## config.mk

```make
export PLATFORM = sky130hd
export DESIGN_NAME = prio_irq_encoder
export DESIGN_NICKNAME = d
export VERILOG_FILES = /design/src/rtl/prio_irq_encoder.sv
export SDC_FILE = /design/constraint.sdc
export NUM_CORES = 1
export LEC_CHECK = 0
export CORE_MARGIN = 1.5
export CORE_UTILIZATION = 40
export CTS_BUF_LIST = sky130_fd_sc_hd__clkbuf_4 sky130_fd_sc_hd__clkbuf_8
export DETAILED_ROUTE_END_ITERATION = 8
export MAX_ROUTING_LAYER = met4
export PLACE_DENSITY = 0.78
export SYNTH_ARGS = -nofsm -noshare
export SYNTH_HDL_FRONTEND = slang
export SYNTH_SLANG_ARGS = --single-unit
```

## constraint.sdc

```tcl
create_clock -name clk -period 2.8 [get_ports clk]
set_input_delay 0.56 -clock clk [delete_from_list [all_inputs] [get_ports clk]]
set_output_delay 0.56 -clock clk [all_outputs]
set_load 0.1 [all_outputs]
```

## src/rtl/prio_irq_encoder.sv

```systemverilog
// ---------------------------------------------------------------------------
// prio_irq_encoder
//
// Registered priority interrupt encoder with HC148-style cascade pins.
//
// Request lines are normalised to active-high and latched into a pending
// vector. Capture is either level based or rising-edge based. The highest
// eligible pending index (N-1 highest) is presented on code/valid and held
// until the consumer acknowledges it or the enable input is withdrawn.
// Acknowledging clears the presented pending bit. A request that arrives at
// the same edge as that clear keeps the bit pending.
//
// Parameters
//   N          number of request lines, 2..32
//   ACTIVE_LOW 1: req bits asserted low (HC148 polarity), 0: asserted high
//   EDGE       0: level capture, 1: rising-edge capture of the asserted level
//
// Ports
//   clk    in   single clock, all state updates on its rising edge
//   rst    in   asynchronous, active-high reset
//   ei_n   in   enable input, active low; when high nothing is eligible
//   req    in   [N] request lines, synchronous to clk
//   mask   in   [N] 1 excludes that index from selection (it still latches)
//   ack    in   consumer accepts the presented code (ignored while idle)
//   code   out  [W] binary index of the presented request, held while idle
//   valid  out  code is being presented
//   gs_n   out  group select, active low, always the inverse of valid
//   eo_n   out  enable output for cascading, low when enabled, nothing is
//               eligible and the encoder is idle
//
// Every output is driven straight from a flop. No input reaches an output
// through combinational logic only.
// ---------------------------------------------------------------------------
module prio_irq_encoder #(
    parameter int N          = 8,
    parameter int ACTIVE_LOW = 1,
    parameter int EDGE       = 0,
    localparam int W         = (N > 1) ? $clog2(N) : 1
) (
    input  logic         clk,
    input  logic         rst,
    input  logic         ei_n,
    input  logic [N-1:0] req,
    input  logic [N-1:0] mask,
    input  logic         ack,
    output logic [W-1:0] code,
    output logic         valid,
    output logic         gs_n,
    output logic         eo_n
);

    // -----------------------------------------------------------------------
    // State encoding
    // -----------------------------------------------------------------------
    typedef enum logic {
        IDLE    = 1'b0,
        PRESENT = 1'b1
    } state_t;

    state_t       state;
    state_t       state_nx;

    // -----------------------------------------------------------------------
    // Request capture signals
    // -----------------------------------------------------------------------
    logic [N-1:0] r;           // request lines in true (active-high) polarity
    logic [N-1:0] r_prev;      // r from the previous edge, for edge detect
    logic [N-1:0] set_vec;     // bits that become pending at this edge
    logic [N-1:0] clr_vec;     // bit retired by an accepted ack
    logic [N-1:0] pending;
    logic [N-1:0] pending_nx;
    logic [N-1:0] eligible;

    // -----------------------------------------------------------------------
    // Selection and next-output signals
    // -----------------------------------------------------------------------
    logic         any_eligible;
    logic [W-1:0] win_idx;
    logic [W-1:0] code_nx;
    logic         valid_nx;
    logic         eo_n_nx;

    // -----------------------------------------------------------------------
    // Normalisation and capture qualification
    // -----------------------------------------------------------------------
    assign r = (ACTIVE_LOW != 0) ? ~req : req;

    // In edge mode a held line produces one pending event only. It must drop
    // for at least one edge before it can request again.
    assign set_vec = (EDGE != 0) ? (r & ~r_prev) : r;

    // The enable input gates selection only. Capture into pending goes on
    // regardless, so nothing is lost while the encoder is disabled.
    assign eligible     = ei_n ? '0 : (pending & ~mask);
    assign any_eligible = |eligible;

    // -----------------------------------------------------------------------
    // Priority selection: scan upward so the highest set index wins.
    // -----------------------------------------------------------------------
    always_comb begin
        win_idx = '0;
        for (int i = 0; i < N; i++) begin
            if (eligible[i]) begin
                win_idx = W'(i);
            end
        end
    end

    // -----------------------------------------------------------------------
    // Next-state and next-output logic
    // -----------------------------------------------------------------------
    always_comb begin
        // NOTE: every signal written here gets a default first, so no path
        // through the case leaves one unassigned and no latch is inferred.
        state_nx = state;
        code_nx  = code;
        valid_nx = valid;
        clr_vec  = '0;

        unique case (state)
            IDLE: begin
                // ack is ignored here. code keeps its last value until a new
                // winner is loaded.
                valid_nx = 1'b0;
                if (any_eligible) begin
                    code_nx  = win_idx;
                    valid_nx = 1'b1;
                    state_nx = PRESENT;
                end
            end

            PRESENT: begin
                // code is frozen here. A new higher-priority request or a
                // mask change waits for the next arbitration in IDLE.
                if (ei_n) begin
                    // The enable is withdrawn, so stop presenting. The
                    // un-acked index stays pending and is offered again
                    // once enabled.
                    valid_nx = 1'b0;
                    state_nx = IDLE;
                end else if (ack) begin
                    clr_vec[code] = 1'b1;
                    valid_nx      = 1'b0;
                    state_nx      = IDLE;
                end
            end

            default: begin
                valid_nx = 1'b0;
                state_nx = IDLE;
            end
        endcase

        // The set term is ORed in last. A fresh request at the same edge as
        // the ack therefore keeps the bit pending.
        pending_nx = (pending & ~clr_vec) | set_vec;

        // The cascade enable passes downstream only when this stage is
        // enabled, has nothing to offer and is not about to present.
        eo_n_nx = ~(~ei_n & ~any_eligible & (state_nx == IDLE));
    end

    // -----------------------------------------------------------------------
    // State, capture and output registers
    // -----------------------------------------------------------------------
    always_ff @(posedge clk or posedge rst) begin
        if (rst) begin
            // NOTE: pending is a plain register vector, not a RAM. Clearing
            // it in reset discards any request that was captured or being
            // presented when reset hit.
            state   <= IDLE;
            pending <= '0;
            r_prev  <= '0;
            code    <= '0;
            valid   <= 1'b0;
            gs_n    <= 1'b1;
            eo_n    <= 1'b1;
        end else begin
            // NOTE: non-blocking assignments here make every register sample
            // the pre-edge values, whatever order the statements are in.
            state   <= state_nx;
            pending <= pending_nx;
            r_prev  <= r;
            code    <= code_nx;
            valid   <= valid_nx;
            gs_n    <= ~valid_nx;
            eo_n    <= eo_n_nx;
        end
    end

endmodule
```

==> results of run 1 <==
-- path summary, 6_finish.rpt --
kind                            start  cells past startpoint          to  slack [ps]
setup / recovery              mask[2]                      5     code[1]         990
hold / removal             pending[1]                      2  pending[1]         520
setup reg to reg           pending[3]                      4     code[1]        1300
hold reg to reg            pending[1]                      2  pending[1]         520
max in group asynchronous         rst                      2        eo_n        1810
min in group asynchronous         rst                      2  pending[3]         620
-- area by class of cell --
cell class | count | share of cell area [%]
Multi-Input combinational cell | 51 | 32.1
Sequential cell | 15 | 38.4
Inverter | 2 | 0.763
Timing Repair Buffer | 25 | 23.9
Clock buffer | 3 | 2.29
Tap cell | 16 | 2.04
Clock inverter | 1 | 0.509
-- state kept, by name, summed over array words and instances, names as in the netlist --
name,flops
pending,8
code,3
eo_n,1
gs_n,1
state,1
valid,1
-- metal layers --
metal	track usage [%]	wire length (um)	vias up
met5	-	0	-
met4	8.82	23	0
met3	3.20	86	4
met2	30.7	837	19
met1	21.5	688	312
li1	-	-	296
-- through the flow --
step                power, mW  util (%)  hold WS (ps)
floorplan               0.349         -           460
global placement        0.402      60.6           483
detailed placement      0.404      60.6           493
CTS                     0.535      62.4           514
global route            0.551      62.4           556
finish                  0.527      62.4           520
-- critical path: cells and delay by family --
kind | cells | cell delay (ps)
buf+inv | 1 | 520
mux | 1 | 360
simple gates | 2 | 290
compound gates | 1 | 270
-- logic make-up after synthesis --
kind of cell,Yosys count,share of synthesized area (%)
buffers and inverters,2,1.07
and+or+nand+nor,31,25.0
muxes,2,3.21
DFF,15,53.9
AOI/OAI and AO/OA,18,16.8
-- power by group through the flow --
stage	logic, mW	clock network [mW]	registers, mW
finish	0.156	0.128	0.244
global route	0.164	0.141	0.246
CTS	0.157	0.134	0.244
detailed placement	0.156	0	0.248
global placement	0.154	0	0.248
floorplan	0.0373	0	0.312
-- cells in the final DEF, fill, tap and decap left out, types with 2 or more instances in the layout --
master	count
o31ai_1	2
dfstp_2	2
inv_1	2
clkbuf_4	3
dfrtp_1	13
nand2_1	12
mux2_2	2
clkdlybuf4s50_1	19
nand2b_1	8
nor2b_1	2
buf_4	6
or3_1	2
o21ai_0	6
a21oi_1	2
==> flow_metrics.env, run 1 <==
export IMPL_synth_yosys_seq_area_share_pct=53.9
export IMPL_synth_cell_type_count=26
export IMPL_grt_overflow_total=0
export IMPL_synth_seq_cells=15
export IMPL_die_area_um2=2010
export IMPL_synthesis_yosys_warnings=0
export IMPL_period_share_pct=64.8
export IMPL_data_arrival_time_at_the_worst_slack_endpoint_ps=2000
export IMPL_route_detailed_drc=0
export IMPL_ctsHtreeMaxLevel=1
export IMPL_rsz0062_at_grt="no"
export IMPL_pwr_share_comb_pct=29.5
export IMPL_cell_chain_critical_path="clkdlybuf4s50_1 > nor2b_4 > nand4bb_1 > o21ai_1 > mux2_2"
export IMPL_worst_setup_path_type="in -> reg"
export IMPL_power_switching_uw=189
export IMPL_clk_root_buffer_cell="clkbuf_4"
export IMPL_finalWirelength_um=1640
export IMPL_mean_routed_wirelength_per_cell_um=14.5
export IMPL_startpoint_type="input port"
export IMPL_start_util_pct=44.4
export IMPL_cts_made_buffers=3
export IMPL_die_height_um=44.9
export IMPL_final_hold_violation_count=0
export IMPL_number_of_enable_type_register_cells_in_the_synthesized_netlist=0
export IMPL_ys_async_sr_fraction_pct=100
export IMPL_final_net_count=118
export IMPL_period_minus_slack_ps=1810
export IMPL_ctsHoldBuffers=0
export IMPL_layout_cell_area_non_filler_um2=983
export IMPL_pre_cts_slack_ps=692
export IMPL_post_synth_inst_count=68
export IMPL_syn2layout_area_growth_pct=40.4
export IMPL_antenna_found_initial=0
export IMPL_detail_route_antenna_nets=0
export IMPL_cts_post_setup_buffers_inserted=0
export IMPL_placedInstanceArea_um2=956
export IMPL_max_freq_mhz=551
export IMPL_cts_reportedPaths_clkPinSlew_ps=90
export IMPL_worstSetupEndpointType="flop"
export IMPL_fillCellCount=129
export IMPL_register_area_um2=378
export IMPL_grtUsageTotal_pct=18.4
export IMPL_run_status="completed"
export IMPL_report_final_setup_viol=0
export IMPL_critical_path_peak_fanout=3
export IMPL_post_route_clock_skew_ps=0.973
export IMPL_clock_tree_from_tritoncts="done"
export IMPL_drive_gt1_share_pct=16.5
export IMPL_ys_top_cells_by_count="13 x dfrtp_1, 12 x nand2_1, 8 x nand2b_1"
export IMPL_cts_max_path_buffers=2
export IMPL_p_leak_nw=0.385
export IMPL_first_pass_iters=4
export IMPL_core_area_um2=1580
export IMPL_synth_cell_area_um2=701
export IMPL_place_inst=109
export IMPL_net_count_of_the_mapped_netlist=88
export IMPL_fp_dieW_um=44.9
export IMPL_drt_vias_per_instance=5.58
export IMPL_io_buffers=25
export IMPL_cellPowerDensity_nw_per_um2=536
export IMPL_detailedRoute_firstIterationViolations=14
export IMPL_place_detailed_hpwl_um=1250
export IMPL_crit_required_ps=2980
export IMPL_clock_power_share_pct=24.2
export IMPL_grt_first_pass_wirelength_um=2550
export IMPL_clock_insertion_delay_at_the_later_pin_of_the_skew_report_ps=290
export IMPL_crit_slowest_cell="clkdlybuf4s50_1"
export IMPL_synth_most_common_cell="dfrtp_1"
export IMPL_pin_count_of_the_biggest_net_entering_global_routing=16
export IMPL_share_of_total_power_consumed_by_net_switching_pct=35.9
export IMPL_multi_input_comb_area_um2=315
export IMPL_placement_rows=14
export IMPL_num_vias=631
export IMPL_max_cap_violations=0
export IMPL_fin_tns_setup_ps=0
export IMPL_timing_worst_slew_pin_value_ps=578
export IMPL_clkSinkCount=15
export IMPL_internal_power_uw=338
export IMPL_yosys_top_cells_area="dfrtp_1 46%, dfstp_2 7.5%, nand2b_1 7.1%"
export IMPL_slew_headroom_pct=61.4
export IMPL_synth_area_leader_cell="dfrtp_1"
export IMPL_place_congestion=0.756
export IMPL_worstHoldPathType="reg -> reg"
export IMPL_via_count_of_the_first_global_routing_pass=622
export IMPL_cts_resized=0
export IMPL_yosys_area_top_type_share_pct=46.4
export IMPL_worst_slack_ps=986
export IMPL_largest_stage_delay_on_the_critical_path_ps=520
export IMPL_seq_pwr_share_pct=46.3
export IMPL_top_level_ports=26
export IMPL_report_final_slew_viol_count=0
export IMPL_vdd_ir_drop_worst_mv=0.306
export IMPL_fin_cells=113
export IMPL_postSynth_topFlopCell="dfrtp_1"
export IMPL_syn_area_per_cell_um2=10.3
export IMPL_diodes_inserted=0
(Power assumes the default switching activity.)
==> inputs of run 2 (changes only) <==
==> constraint.sdc (replaced) <==
create_clock -name clk -period 1.7 [get_ports clk]
set_input_delay 0.34 -clock clk [delete_from_list [all_inputs] [get_ports clk]]
set_output_delay 0.34 -clock clk [all_outputs]
set_load 0.1 [all_outputs]
==> flow_metrics.env, run 2 (same netlist as run 1, synthesis figures left out) <==
export IMPL_worst_setup_path_type="in -> reg"
export IMPL_cell_chain_critical_path="clkdlybuf4s50_1 > nand2b_1 > nand4_1 > o21ai_1 > mux2_2"
export IMPL_ctsHoldBuffers=0
export IMPL_run_status="completed"
export IMPL_place_inst=117
export IMPL_grt_overflow_total=0
export IMPL_via_count_of_the_first_global_routing_pass=654
export IMPL_rr_worst_depth=4
export IMPL_timing_worst_slew_pin_value_ps=557
export IMPL_first_pass_iters=4
export IMPL_max_freq_mhz=630
export IMPL_io_buffers=25
export IMPL_detail_route_antenna_nets=0
export IMPL_crit_required_ps=1880
export IMPL_crit_slowest_cell="clkdlybuf4s50_1"
export IMPL_vdd_ir_drop_worst_mv=0.445
export IMPL_antenna_found_initial=0
export IMPL_largest_register="pending"
export IMPL_slew_headroom_pct=62.8
export IMPL_layout_cells_most_common_list="19 x clkdlybuf4s50_1, 13 x dfrtp_1, 12 x nand2_1"
export IMPL_num_vias=656
export IMPL_clkSinkCount=15
export IMPL_cts_reportedPaths_clkPinSlew_ps=90
export IMPL_report_final_slew_viol_count=0
export IMPL_diodes_inserted=0
export IMPL_ctsHtreeMaxLevel=1
export IMPL_finalPower_uw=930
export IMPL_top_level_ports=26
export IMPL_report_final_setup_viol=0
export IMPL_cellPowerDensity_nw_per_um2=831
export IMPL_place_detailed_hpwl_um=1290
export IMPL_finalWirelength_um=1710
export IMPL_top_regs="pending: 8 flops, code: 3 flops"
export IMPL_clock_tree_from_tritoncts="done"
export IMPL_fp_dieW_um=44.9
export IMPL_p_leak_nw=0.454
export IMPL_core_area_um2=1580
export IMPL_multi_input_comb_area_um2=315
export IMPL_start_util_pct=44.4
export IMPL_mean_routed_wirelength_per_cell_um=14.1
export IMPL_fin_cells=121
export IMPL_period_share_pct=93.4
export IMPL_route_detailed_drc=0
export IMPL_drive_gt1_share_pct=22.9
export IMPL_detailedRoute_firstIterationViolations=10
export IMPL_layout_cells_most_common="clkdlybuf4s50_1"
export IMPL_die_area_um2=2010
export IMPL_grtUsageTotal_pct=18.7
export IMPL_syn2layout_area_growth_pct=59.6
export IMPL_flop_to_flop_setup_slack_ps=190
export IMPL_drt_vias_per_instance=5.42
export IMPL_period_minus_slack_ps=1590
export IMPL_pre_cts_slack_ps=-177
export IMPL_cts_max_path_buffers=2
export IMPL_largest_stage_delay_on_the_critical_path_ps=450
export IMPL_post_route_clock_skew_ps=0.848
export IMPL_cts_post_setup_buffers_inserted=0
export IMPL_grt_first_pass_wirelength_um=2650
export IMPL_max_cap_violations=0
export IMPL_pin_count_of_the_biggest_net_entering_global_routing=16
export IMPL_startpoint_type="input port"
export IMPL_register_area_um2=378
export IMPL_rsz0062_at_grt="no"
export IMPL_clock_insertion_delay_at_the_later_pin_of_the_skew_report_ps=290
export IMPL_placement_rows=14
export IMPL_cts_resized=0
export IMPL_final_net_count=126
export IMPL_die_height_um=44.9
export IMPL_worst_slack_ps=112
export IMPL_place_congestion=0.785
export IMPL_final_hold_violation_count=0
export IMPL_critical_path_reg2reg_endpoint="code[0]"
export IMPL_worstHoldPathType="in -> async"
export IMPL_clk_root_buffer_cell="clkbuf_4"
export IMPL_critical_path_peak_fanout=4
export IMPL_largest_register_ffs=8
export IMPL_fillCellCount=114
export IMPL_worstSetupEndpointType="flop"
export IMPL_rr_startpoint="pending[3]"
export IMPL_cts_made_buffers=3
export IMPL_data_arrival_time_at_the_worst_slack_endpoint_ps=1770
[run 2: cell types whose count changed in the layout (fill, tap and decap cells not counted)]
| cell | previous run | this run |
|---|---|---|
| buf_12 | 0 | 6 |
| buf_4 | 6 | 8 |
[run 2: worst max path at each step]
| stage | start | endpoint | slack, ps | cells after the start |
|---|---|---|---|---|
| CTS | mask[5] | code[0] | 130 | 5 |
| finish | mask[5] | code[0] | 110 | 5 |
| global route | mask[5] | code[1] | 30 | 5 |
| global placement | mask[5] | code[0] | -140 | 5 |
| detailed placement | mask[5] | code[0] | -180 | 5 |
| floorplan | code[0] | pending[0] | 50 | 3 |
[run 2: per-stage QoR]
stage / hold slack, ps / cell area, um2 / TNS, ps / utilization [%]
after floorplan: 240 / 701 / 0 / -
after global placement: 485 / 1090 / -531 / 69.2
after detailed placement: 503 / 1090 / -613 / 69.2
after CTS: 422 / 1120 / 0 / 71.0
after global routing: 472 / 1120 / 0 / 71.0
final: 399 / 1120 / 0 / 71.0
[run 2: layout make-up]
class	count	share of cell area [%]
flip-flops and latches	15	33.8
repair buffers	33	33.1
multi-input cells	51	28.2
clock buffers	3	2.01
well taps	16	1.79
inverters	2	0.671
clock inverters	1	0.447
[run 2: per-layer routing]
| layer | global-route usage, % | part of all wire, % |
|---|---|---|
| met1 | 22.8 | 44 |
| met2 | 31.3 | 49 |
| met3 | 2.80 | 5.7 |
| met4 | 7.06 | 1.5 |
| met5 | - | 0 |
[run 2: report_power, final]
group,switching [mW],internal [mW],total (mW)
logic,0.169,0.141,0.309
clock network,0.121,0.0875,0.209
registers,0.0339,0.378,0.412
total,0.324,0.606,0.930
[run 2: worst max-delay path: cells and delay by family]
kind,cells,cell delay (ps)
AOI/OAI and AO/OA,1,290
buffers and inverters,1,450
muxes,1,370
and+or+nand+nor,2,330
